[src/rtl/carbon_core_p_if.sv]
// Bus bundle between carbon_core_p (master) and its instruction ROM / input / output ports (slave).
interface carbon_core_p_if #(
    parameter int DW = 8,
    parameter int AW = 8
) ();
    logic [AW-1:0] pc_o;
    logic          inst_req;
    logic          inst_valid;
    logic [DW+5:0] inst;
    logic [DW-1:0] di;
    logic [DW-1:0] do_o;
    logic          do_we;
    logic          halted;
    logic          stk_err;

    modport master (
        output pc_o, inst_req, do_o, do_we, halted, stk_err,
        input  inst_valid, inst, di
    );

    modport slave (
        input  pc_o, inst_req, do_o, do_we, halted, stk_err,
        output inst_valid, inst, di
    );
endinterface

[src/rtl/carbon_core_p.sv]
// Single-clock accumulator core: FETCH/EXEC sequencer, bounded return stack, OUT strobe, HALT.
// Optional carry flag with ADCI/JC is enabled by defining CARBON_CORE_CARRY_EN.
module carbon_core_p #(
    parameter int DW        = 8,
    parameter int AW        = 8,
    parameter int STK_DEPTH = 4
) (
    input  logic            clk,
    input  logic            rst,
    carbon_core_p_if.master bus
);
    localparam int SPW   = $clog2(STK_DEPTH + 1);
    localparam int STK_N = 1 << SPW;

    localparam logic [1:0] S_FETCH = 2'd0;
    localparam logic [1:0] S_EXEC  = 2'd1;
    localparam logic [1:0] S_HLT   = 2'd2;

    localparam logic [5:0] OP_LDI   = 6'h01;
    localparam logic [5:0] OP_ADDI  = 6'h02;
    localparam logic [5:0] OP_SUBI  = 6'h03;
    localparam logic [5:0] OP_ANDI  = 6'h04;
    localparam logic [5:0] OP_ORI   = 6'h05;
    localparam logic [5:0] OP_XORI  = 6'h06;
    localparam logic [5:0] OP_IN    = 6'h07;
    localparam logic [5:0] OP_ADDIN = 6'h08;
    localparam logic [5:0] OP_OUT   = 6'h09;
    localparam logic [5:0] OP_ADCI  = 6'h0A;
    localparam logic [5:0] OP_JMP   = 6'h10;
    localparam logic [5:0] OP_JZ    = 6'h11;
    localparam logic [5:0] OP_JNZ   = 6'h12;
    localparam logic [5:0] OP_CALL  = 6'h13;
    localparam logic [5:0] OP_RET   = 6'h14;
    localparam logic [5:0] OP_JC    = 6'h15;
    localparam logic [5:0] OP_HALT  = 6'h3F;

    logic [1:0]     state;
    logic [AW-1:0]  pc;
    logic [DW-1:0]  acc;
    logic [DW+5:0]  ir;
    logic [SPW-1:0] sp;
    logic [AW-1:0]  stk [STK_N];
    logic [DW-1:0]  do_r;
    logic           do_we_r;
    logic           halted_r;
    logic           stk_err_r;

`ifdef CARBON_CORE_CARRY_EN
    logic cy;
    logic cy_nx;

    function automatic logic [DW:0] add_c(input logic [DW-1:0] a, input logic [DW-1:0] b,
                                          input logic cin);
        return {1'b0, a} + {1'b0, b} + {{DW{1'b0}}, cin};
    endfunction

    // Bit DW of the extended difference is the borrow.
    function automatic logic [DW:0] sub_b(input logic [DW-1:0] a, input logic [DW-1:0] b);
        return {1'b0, a} - {1'b0, b};
    endfunction
`endif

    logic [5:0]     op;
    logic [DW-1:0]  c;
    logic [AW-1:0]  pc_inc;
    logic [AW-1:0]  tgt;
    logic [SPW-1:0] sp_dec;
    logic           stk_full;
    logic           stk_empty;

    assign op        = ir[DW+5:DW];
    assign c         = ir[DW-1:0];
    assign pc_inc    = pc + AW'(1);
    assign tgt       = c[AW-1:0];
    assign sp_dec    = sp - SPW'(1);
    assign stk_full  = (sp == SPW'(STK_DEPTH));
    assign stk_empty = (sp == '0);

    logic [DW-1:0] acc_nx;
    logic [AW-1:0] pc_nx;
    logic          push;
    logic          pop;
    logic          err_set;
    logic          out_en;
    logic          halt;

    always_comb begin
        acc_nx  = acc;
        pc_nx   = pc_inc;
        push    = 1'b0;
        pop     = 1'b0;
        err_set = 1'b0;
        out_en  = 1'b0;
        halt    = 1'b0;
`ifdef CARBON_CORE_CARRY_EN
        cy_nx   = cy;
`endif
        case (op)
            OP_LDI:   acc_nx = c;
`ifdef CARBON_CORE_CARRY_EN
            OP_ADDI:  {cy_nx, acc_nx} = add_c(acc, c, 1'b0);
            OP_SUBI:  {cy_nx, acc_nx} = sub_b(acc, c);
            OP_ADDIN: {cy_nx, acc_nx} = add_c(acc, bus.di, 1'b0);
            OP_ADCI:  {cy_nx, acc_nx} = add_c(acc, c, cy);
            OP_ANDI:  begin acc_nx = acc & c; cy_nx = 1'b0; end
            OP_ORI:   begin acc_nx = acc | c; cy_nx = 1'b0; end
            OP_XORI:  begin acc_nx = acc ^ c; cy_nx = 1'b0; end
            OP_JC:    if (cy) pc_nx = tgt;
`else
            OP_ADDI:  acc_nx = acc + c;
            OP_SUBI:  acc_nx = acc - c;
            OP_ADDIN: acc_nx = acc + bus.di;
            OP_ANDI:  acc_nx = acc & c;
            OP_ORI:   acc_nx = acc | c;
            OP_XORI:  acc_nx = acc ^ c;
`endif
            OP_IN:    acc_nx = bus.di;
            OP_OUT:   out_en = 1'b1;
            OP_JMP:   pc_nx = tgt;
            OP_JZ:    if (acc == '0) pc_nx = tgt;
            OP_JNZ:   if (acc != '0) pc_nx = tgt;
            OP_CALL: begin
                // A full stack drops the call and falls through with the error flagged.
                if (stk_full) begin
                    err_set = 1'b1;
                end else begin
                    push  = 1'b1;
                    pc_nx = tgt;
                end
            end
            OP_RET: begin
                if (stk_empty) begin
                    err_set = 1'b1;
                end else begin
                    pop   = 1'b1;
                    pc_nx = stk[sp_dec];
                end
            end
            OP_HALT:  halt = 1'b1;
            default:  ;
        endcase
    end

    always_ff @(posedge clk) begin
        if (rst) begin
            state     <= S_FETCH;
            pc        <= '0;
            acc       <= '0;
            ir        <= '0;
            sp        <= '0;
            do_r      <= '0;
            do_we_r   <= 1'b0;
            halted_r  <= 1'b0;
            stk_err_r <= 1'b0;
`ifdef CARBON_CORE_CARRY_EN
            cy        <= 1'b0;
`endif
        end else begin
            do_we_r <= 1'b0;
            case (state)
                S_FETCH: begin
                    if (bus.inst_valid) begin
                        ir    <= bus.inst;
                        state <= S_EXEC;
                    end
                end
                S_EXEC: begin
                    if (halt) begin
                        halted_r <= 1'b1;
                        state    <= S_HLT;
                    end else begin
                        acc   <= acc_nx;
                        pc    <= pc_nx;
                        state <= S_FETCH;
                        if (push) sp <= sp + SPW'(1);
                        if (pop)  sp <= sp_dec;
                        if (err_set) stk_err_r <= 1'b1;
                        if (out_en) begin
                            do_r    <= acc;
                            do_we_r <= 1'b1;
                        end
`ifdef CARBON_CORE_CARRY_EN
                        cy <= cy_nx;
`endif
                    end
                end
                S_HLT:   ;
                default: state <= S_FETCH;
            endcase
        end
    end

    // Stack contents are data only; the stack pointer alone defines validity.
    always_ff @(posedge clk) begin
        if (!rst && state == S_EXEC && push) stk[sp] <= pc_inc;
    end

    assign bus.pc_o     = pc;
    assign bus.inst_req = (state == S_FETCH);
    assign bus.do_o     = do_r;
    assign bus.do_we    = do_we_r;
    assign bus.halted   = halted_r;
    assign bus.stk_err  = stk_err_r;
endmodule

[src/flat_wrapper.sv]
// flat-port wrapper written by rule: the top's interface ports become plain ports
module carbon_core_p_flat 
#(
    parameter int DW        = 8,
    parameter int AW        = 8,
    parameter int STK_DEPTH = 4
)
  (clk, rst, bus_pc_o, bus_inst_req, bus_do_o, bus_do_we, bus_halted, bus_stk_err, bus_inst_valid, bus_inst, bus_di);
  carbon_core_p_if #(.DW(DW), .AW(AW)) bus_i ();
  input  logic clk;
  input  logic rst;
  output wire logic [$bits(bus_i.pc_o)-1:0] bus_pc_o;
  output wire logic [$bits(bus_i.inst_req)-1:0] bus_inst_req;
  output wire logic [$bits(bus_i.do_o)-1:0] bus_do_o;
  output wire logic [$bits(bus_i.do_we)-1:0] bus_do_we;
  output wire logic [$bits(bus_i.halted)-1:0] bus_halted;
  output wire logic [$bits(bus_i.stk_err)-1:0] bus_stk_err;
  input wire logic [$bits(bus_i.inst_valid)-1:0] bus_inst_valid;
  input wire logic [$bits(bus_i.inst)-1:0] bus_inst;
  input wire logic [$bits(bus_i.di)-1:0] bus_di;
  assign bus_pc_o = bus_i.pc_o;
  assign bus_inst_req = bus_i.inst_req;
  assign bus_do_o = bus_i.do_o;
  assign bus_do_we = bus_i.do_we;
  assign bus_halted = bus_i.halted;
  assign bus_stk_err = bus_i.stk_err;
  assign bus_i.inst_valid = bus_inst_valid;
  assign bus_i.inst = bus_inst;
  assign bus_i.di = bus_di;
  carbon_core_p #(.DW(DW), .AW(AW), .STK_DEPTH(STK_DEPTH)) u_core (.clk(clk), .rst(rst), .bus(bus_i));
endmodule
[config.mk]
export PLATFORM = sky130hd
export DESIGN_NAME = carbon_core_p_flat
export DESIGN_NICKNAME = d
export VERILOG_FILES = /design/src/rtl/carbon_core_p_if.sv /design/src/rtl/carbon_core_p.sv /design/src/flat_wrapper.sv
export SDC_FILE = /design/constraint.sdc
export NUM_CORES = 1
export LEC_CHECK = 0
export ABC_CLOCK_PERIOD_IN_PS = 2600
export BUFFER_PORTS_ARGS = -buffer_cell sky130_fd_sc_hd__buf_2
export CORE_ASPECT_RATIO = 1.25
export CORE_UTILIZATION = 50
export CTS_BUF_LIST = sky130_fd_sc_hd__clkbuf_4
export CTS_CLUSTER_SIZE = 40
export DETAILED_ROUTE_END_ITERATION = 10
export PLACE_DENSITY = 0.71
export SYNTH_ARGS = -nofsm -noshare
export SYNTH_HDL_FRONTEND = slang
export SYNTH_SLANG_ARGS = --single-unit
[constraint.sdc]
create_clock -name clk -period 2.6 [get_ports clk]
set_input_delay 0.26 -clock clk [delete_from_list [all_inputs] [get_ports clk]]
set_output_delay 0.26 -clock clk [all_outputs]
set_load 0.02 [all_outputs]
# ---- Word level (Yosys, flattened, before mapping)
# Memories as Yosys holds them, arrays and structs flattened.
# Cells that the tools add are included.
dict set report word_totals {
  reg_bits 46
  output_inout_bits 20
  mem_count 1
  latchBits 0
  inputBits 25
  romBits 0
  ramBits 64
}
# name words width read_ports rd_clocked_by_memory_dff wr line_no
set memory_table {}
lappend memory_table {u_core.stk 8 8 1 0 1 carbon_core_p.sv:42} ;# logic [AW-1:0] stk [STK_N];
dict set report classes {
  multipliers 0
  n_lt_le_gt_ge 0
  add_sub_neg 6
  div_mod_pow 0
  mux 23
  n_eq_ne 19
  shifts 0
  reduce_logical 18
  n_bitwise 6
}
# operator count
set ops {}
lappend ops {{$pmux 8 s8} 1}
lappend ops {{$pmux 8 s5} 1}
lappend ops {{$mux 8} 4}
lappend ops {{$eq 6x5->1 const B} 5}
lappend ops {{$eq 6x3->1 const B} 4}
lappend ops {{$add 8x8->8} 2}
lappend ops {{$reduce_bool 8->1} 2}
lappend ops {{$eq 6x2->1 const B} 2}
lappend ops {{$eq 6x4->1 const B} 2}
lappend ops {{$reduce_and 3->1} 4}
lappend ops {{$mux 1} 11}
lappend ops {{$add 8x1->8 const B} 1}
lappend ops {{$and 8x8->8} 1}
lappend ops {{$logic_not 8->1} 1}
lappend ops {{$or 8x8->8} 1}
lappend ops {{$reduce_and 2->1} 4}
lappend ops {{$sub 8x8->8} 1}
lappend ops {{$xor 8x8->8} 1}
lappend ops {{$eq 6x1->1 const B} 1}
lappend ops {{$eq 6x6->1 const B} 1}
lappend ops {{$mux 3} 2}
lappend ops {{$pmux 2 s3} 1}
lappend ops {{$mux 2} 2}
lappend ops {{$add 3x1->3 const B} 1}
lappend ops {{13 further kinds} 16}

# ---- Depth between registers and ports, before layout
dict set report logic_depth {
  word_depth 6
  depth_mapped 16
  depth_no_buf 13
}

# ---- Least setup slack after synthesis
# No wires, ideal clock.
dict set report synth_timing {
  kind {flip-flop to flip-flop}
  start {register u_core.ir[13]}
  end {register u_core.acc[6]}
  synth_period_minus_slack_ns 2.882
  path_slack_ns -0.282
  setup_time_ns 0.096
  path_stages_with_launch 17
  arrival_ns 2.787
  t_required_ns 2.504
  path_cell_list {dfxtp_1 buf_6 or3_1 clkbuf_2 nor2_1 buf_2 nand2_1 o21ai_0 ha_1 inv_1 fa_1 nor2b_1 o21ai_0 a21oi_1 nor3_1 nand3b_1 a221oi_1}
}
dict set report synth_between {
  elab_chain_len 4
  elab_cells_between_ends 14
  cone_classes {eq/ne (9); mux (2); bitwise (1); reduce/logical (2)}
}
# item line_no
set synth_lines {}
lappend synth_lines {{start, declared} carbon_core_p.sv:40} ;# logic [DW+5:0] ir;
lappend synth_lines {{start signal, assigned} carbon_core_p.sv:163} ;# ir <= bus.inst;
lappend synth_lines {{branches (longest 4 deep; another with $reduce_bool 8->1)} -}
lappend synth_lines {{end signal, assigned} carbon_core_p.sv:172} ;# acc <= acc_nx;
lappend synth_lines {{end, declared} carbon_core_p.sv:39} ;# logic [DW-1:0] acc;
# Several ways; the timed one is not identified.
# A chain may end at the register's enable or synchronous reset.

# ---- Final worst setup path
dict set report layout_timing {
  start {register u_core.ir[8]}
  end {register u_core.acc[5]}
}
# The elaborated chain is that of the path after synthesis.

==> summary.md <==
| Metric | Value |
|---|---|
| Status | `finished, violations left` |
| Failing checks | `negative setup slack` |
| Total leakage power | `2.67 nW` |
| Root Driver | `clkbuf_4` |
| Final HPWL DP | `just over 10000 um` |
| Setup TNS | `-0.0635 ns` |
| Via/cell ratio | `around 5.9` |
| Setup crit end kind | `register` |
| Top-area cell type share of the netlist area | `roughly 34%` |
| Global route overflow | `0` |
| Crit-path slowest cell | `or3b_4` |
| First drt pass iteration count | `5` |
| Max-cap viol count | `0` |
| CP bufs+invs | `0` |
| Largest delay share family, worst path | `compound AO/OA/AOI/OAI gates` |
| Worst Tran Pin Value | `about 0.96 ns` |
| Post-synth EDFFs | `64` |
| Die area | `~12000 um^2` |
| Max incr delay on CP | `around 0.44 ns` |
| Fmax | `about 380 MHz` |
| Antenna diode count | `0` |
| Top cells by area, synth | `edfxtp_1 (34%), dfxtp_1 (16%), mux4_2 (9.5%)` |
| CTS tree | `done` |
| # nets final | `around 660` |
| Seq cells post-synth | `110` |
| Sequential fraction of the synthesis area | `around 50%` |
| Die height | `121 um` |
| Ys Warns | `0` |
| Worst setup path class | `register to register` |
| VDD IR-drop max | `0.000248 V` |
| DRT Wirelength | `approximately 14000 um` |
| Final hold vios | `0` |
| Drt wl/cell | `approximately 19 um` |
| Post-Syn Area per Cell | `between 10 and 15 um^2` |
| Worst rel slew slack | `between 30% and 40%` |
| Tot GR Track Use | `between 20 and 30%` |
| Place WS | `-0.229 ns` |
| Initial antenna violation count | `0` |
| Core Util, Final | `between 60 and 70%` |
| I/O pin cnt | `45` |
| Fin worst setup slack | `-0.0322 ns` |
| Syn Nets | `approximately 570` |
| Vias | `4419` |
| Crit-path max FO | `3` |
| Die W | `~100 um` |
| Vias in the first global route | `around 4.5k` |
| Power Density | `slightly below 500 nW/um^2` |
| Layout Skew | `between 0.02 and 0.03 ns` |
| Starting Density | `51.4%` |
| Max Slew Vio Count | `0` |
| Hold/Removal Path Class | `input pin to register` |
| Yosys cell types | `just over 60` |
| Count leader, synth | `edfxtp_1` |
| Ys flop type | `edfxtp_1` |
| Layout Area Growth over Synthesis | `19.4%` |
| First-pass GRT wire length | `22700 um` |
| CP Cell Sequence | `or3b_4, a21oi_4, nor2_1, a221o_1, ha_1, a21oi_2, o2111ai_2, xor2_1, a222oi_1, a211oi_1` |
| Synthesized area | `~5700 um^2` |
| Final Wtd Congestion | `about 0.97` |
| Min Tclk post-route | `~2.6 ns` |
| Clock sinks | `110` |
| Critical Path AT | `around 3 ns` |
| Critical Path RT | `2.98 ns` |
| H-tree Lvls | `3` |
| Mapped Cells | `519` |
| CTS Buf Count | `9` |
| Final setup viols | `2` |
| Post-route clock period utilization | `101%` |
| Area leader, netlist | `edfxtp_1` |
| PortBufs | `between 40 and 50` |
| Startpoint Class | `register` |
| Row count | `43` |
| Ys async rst share | `0%` |
| Fill count | `931` |
| RSZ-0062 raised after global routing | `true` |
| Reg clk slew, reported paths | `~0.19 ns` |
| Drt initial violations | `174` |
| Synth cell count leaders | `edfxtp_1 (64), nor2_1 (53), nand2_1 (51)` |
| Largest net degree at the start of global routing | `between 40 and 50` |
| Number of remaining DRC errors | `0` |
| Antenna Violating Nets Remaining | `0` |
| Worst-Skew Late Latency | `approximately 0.48 ns` |
| Core ar. | `approximately 11000 um^2` |
| Total power draw | `roughly 3.4 mW` |
| CTS max path bufs | `2` |
| Fraction of layout cells with a size suffix above 1 | `29.5%` |
## timing repair
| item | in CTS | in global routing |
|---|---|---|
| endpoints found under the hold margin | 10 | 0 |
| resized for setup | 13 | 17 |
| hold buffers | 10 | 0 |
| pin swaps | 17 | 18 |
| cloned | 0 | 0 |
| buffers inserted | 6 | 2 |
| setup endpoints to repair | 5 | 6 |
## worst paths after layout
check                          from                 to  slack, ns  depth (start not counted)
hold reg to reg   u_core.bus.halted  u_core.bus.halted       0.47                          2
setup / recovery       u_core.ir[8]      u_core.acc[5]      -0.03                         10
hold / removal         bus_inst[11]      u_core.ir[11]       0.03                          3
setup reg to reg       u_core.ir[8]      u_core.acc[5]      -0.03                         10
## cell usage in the layout (no fill, tap or decap), drive strengths merged, types with 4 or more instances in the layout
| cell type | count |
|---|---|
| mux4 | 24 |
| and3 | 4 |
| dfxtp | 46 |
| nand3 | 8 |
| ha | 28 |
| nor3 | 21 |
| mux2i | 8 |
| a211oi | 6 |
| dlygate4sd3 | 10 |
| or3 | 4 |
| nand2 | 51 |
| clkbuf | 9 |
| nor2 | 53 |
| xor2 | 7 |
| inv | 39 |
| o21ai | 21 |
| xnor2 | 7 |
| buf | 100 |
| nor4 | 4 |
| a21oi | 35 |
| a221oi | 11 |
| edfxtp | 64 |
## flip-flops by register name, indices dropped and copies added, names as in the netlist
register,flops
u_core.acc,8
u_core.bus.do_o,8
u_core.bus.halted,1
u_core.stk,64
u_core.ir,14
u_core.sp,3
u_core.bus.do_we,1
u_core.bus.stk_err,1
u_core.state,2
u_core.bus.pc_o,8
## per-layer routing
| metal | wire length [um] | track usage (%) | vias up |
|---|---|---|---|
| met5 | 0 | 0 | - |
| li1 | - | - | 2092 |
| met2 | 7380 | 44.8 | 147 |
| met3 | 874 | 5.41 | 39 |
| met4 | 493 | 12.1 | 0 |
| met1 | 5550 | 28.6 | 2141 |
## layout make-up
type / count / area, um^2 / share of cell area, %
tap: 135 / 169 / 2.48
clock buffer: 9 / 67.6 / 0.994
inverter: 37 / 139 / 2.04
multi-input combinational: 342 / 2740 / 40.3
clock inverter: 6 / 85.1 / 1.25
timing repair buffer: 110 / 748 / 11.0
sequential: 110 / 2850 / 41.9
## logic make-up after synthesis
family                     share of synthesized area, %
and+or+nand+nor                                    13.6
buffers and inverters                              4.77
adders and majority gates                          6.50
xor gates and xnor gates                           2.15
AOI/OAI and AO/OA                                  12.0
muxes                                              11.1
DFF                                                49.9
## stage by stage
step                      area (um^2)  hold slack (ns)  cells
final                            6800           0.0333    749
after global routing             6800          0.00821    749
after CTS                        6730          0.00134    747
after detailed placement         6380            0.445    716
after global placement           6380            0.436    716
after floorplan                  5800            0.396    519
## where the power goes
| group | internal, mW | switching (mW) |
|---|---|---|
| sequential | 1.88 | 0.0386 |
| clock | 0.386 | 0.561 |
| combinational | 0.217 | 0.286 |
| total | 2.48 | 0.885 |
## worst reg2reg max path: stages, from the launching register on
cell and delay, ns:
dfxtp_2 0.36, or3b_4 0.44, a21oi_4 0.20, nor2_1 0.06
a221o_1 0.28, ha_1 0.29, a21oi_2 0.21, o2111ai_2 0.13
xor2_1 0.16, a222oi_1 0.30, a211oi_1 0.12
Note: power is estimated with default switching activity, not from simulation.
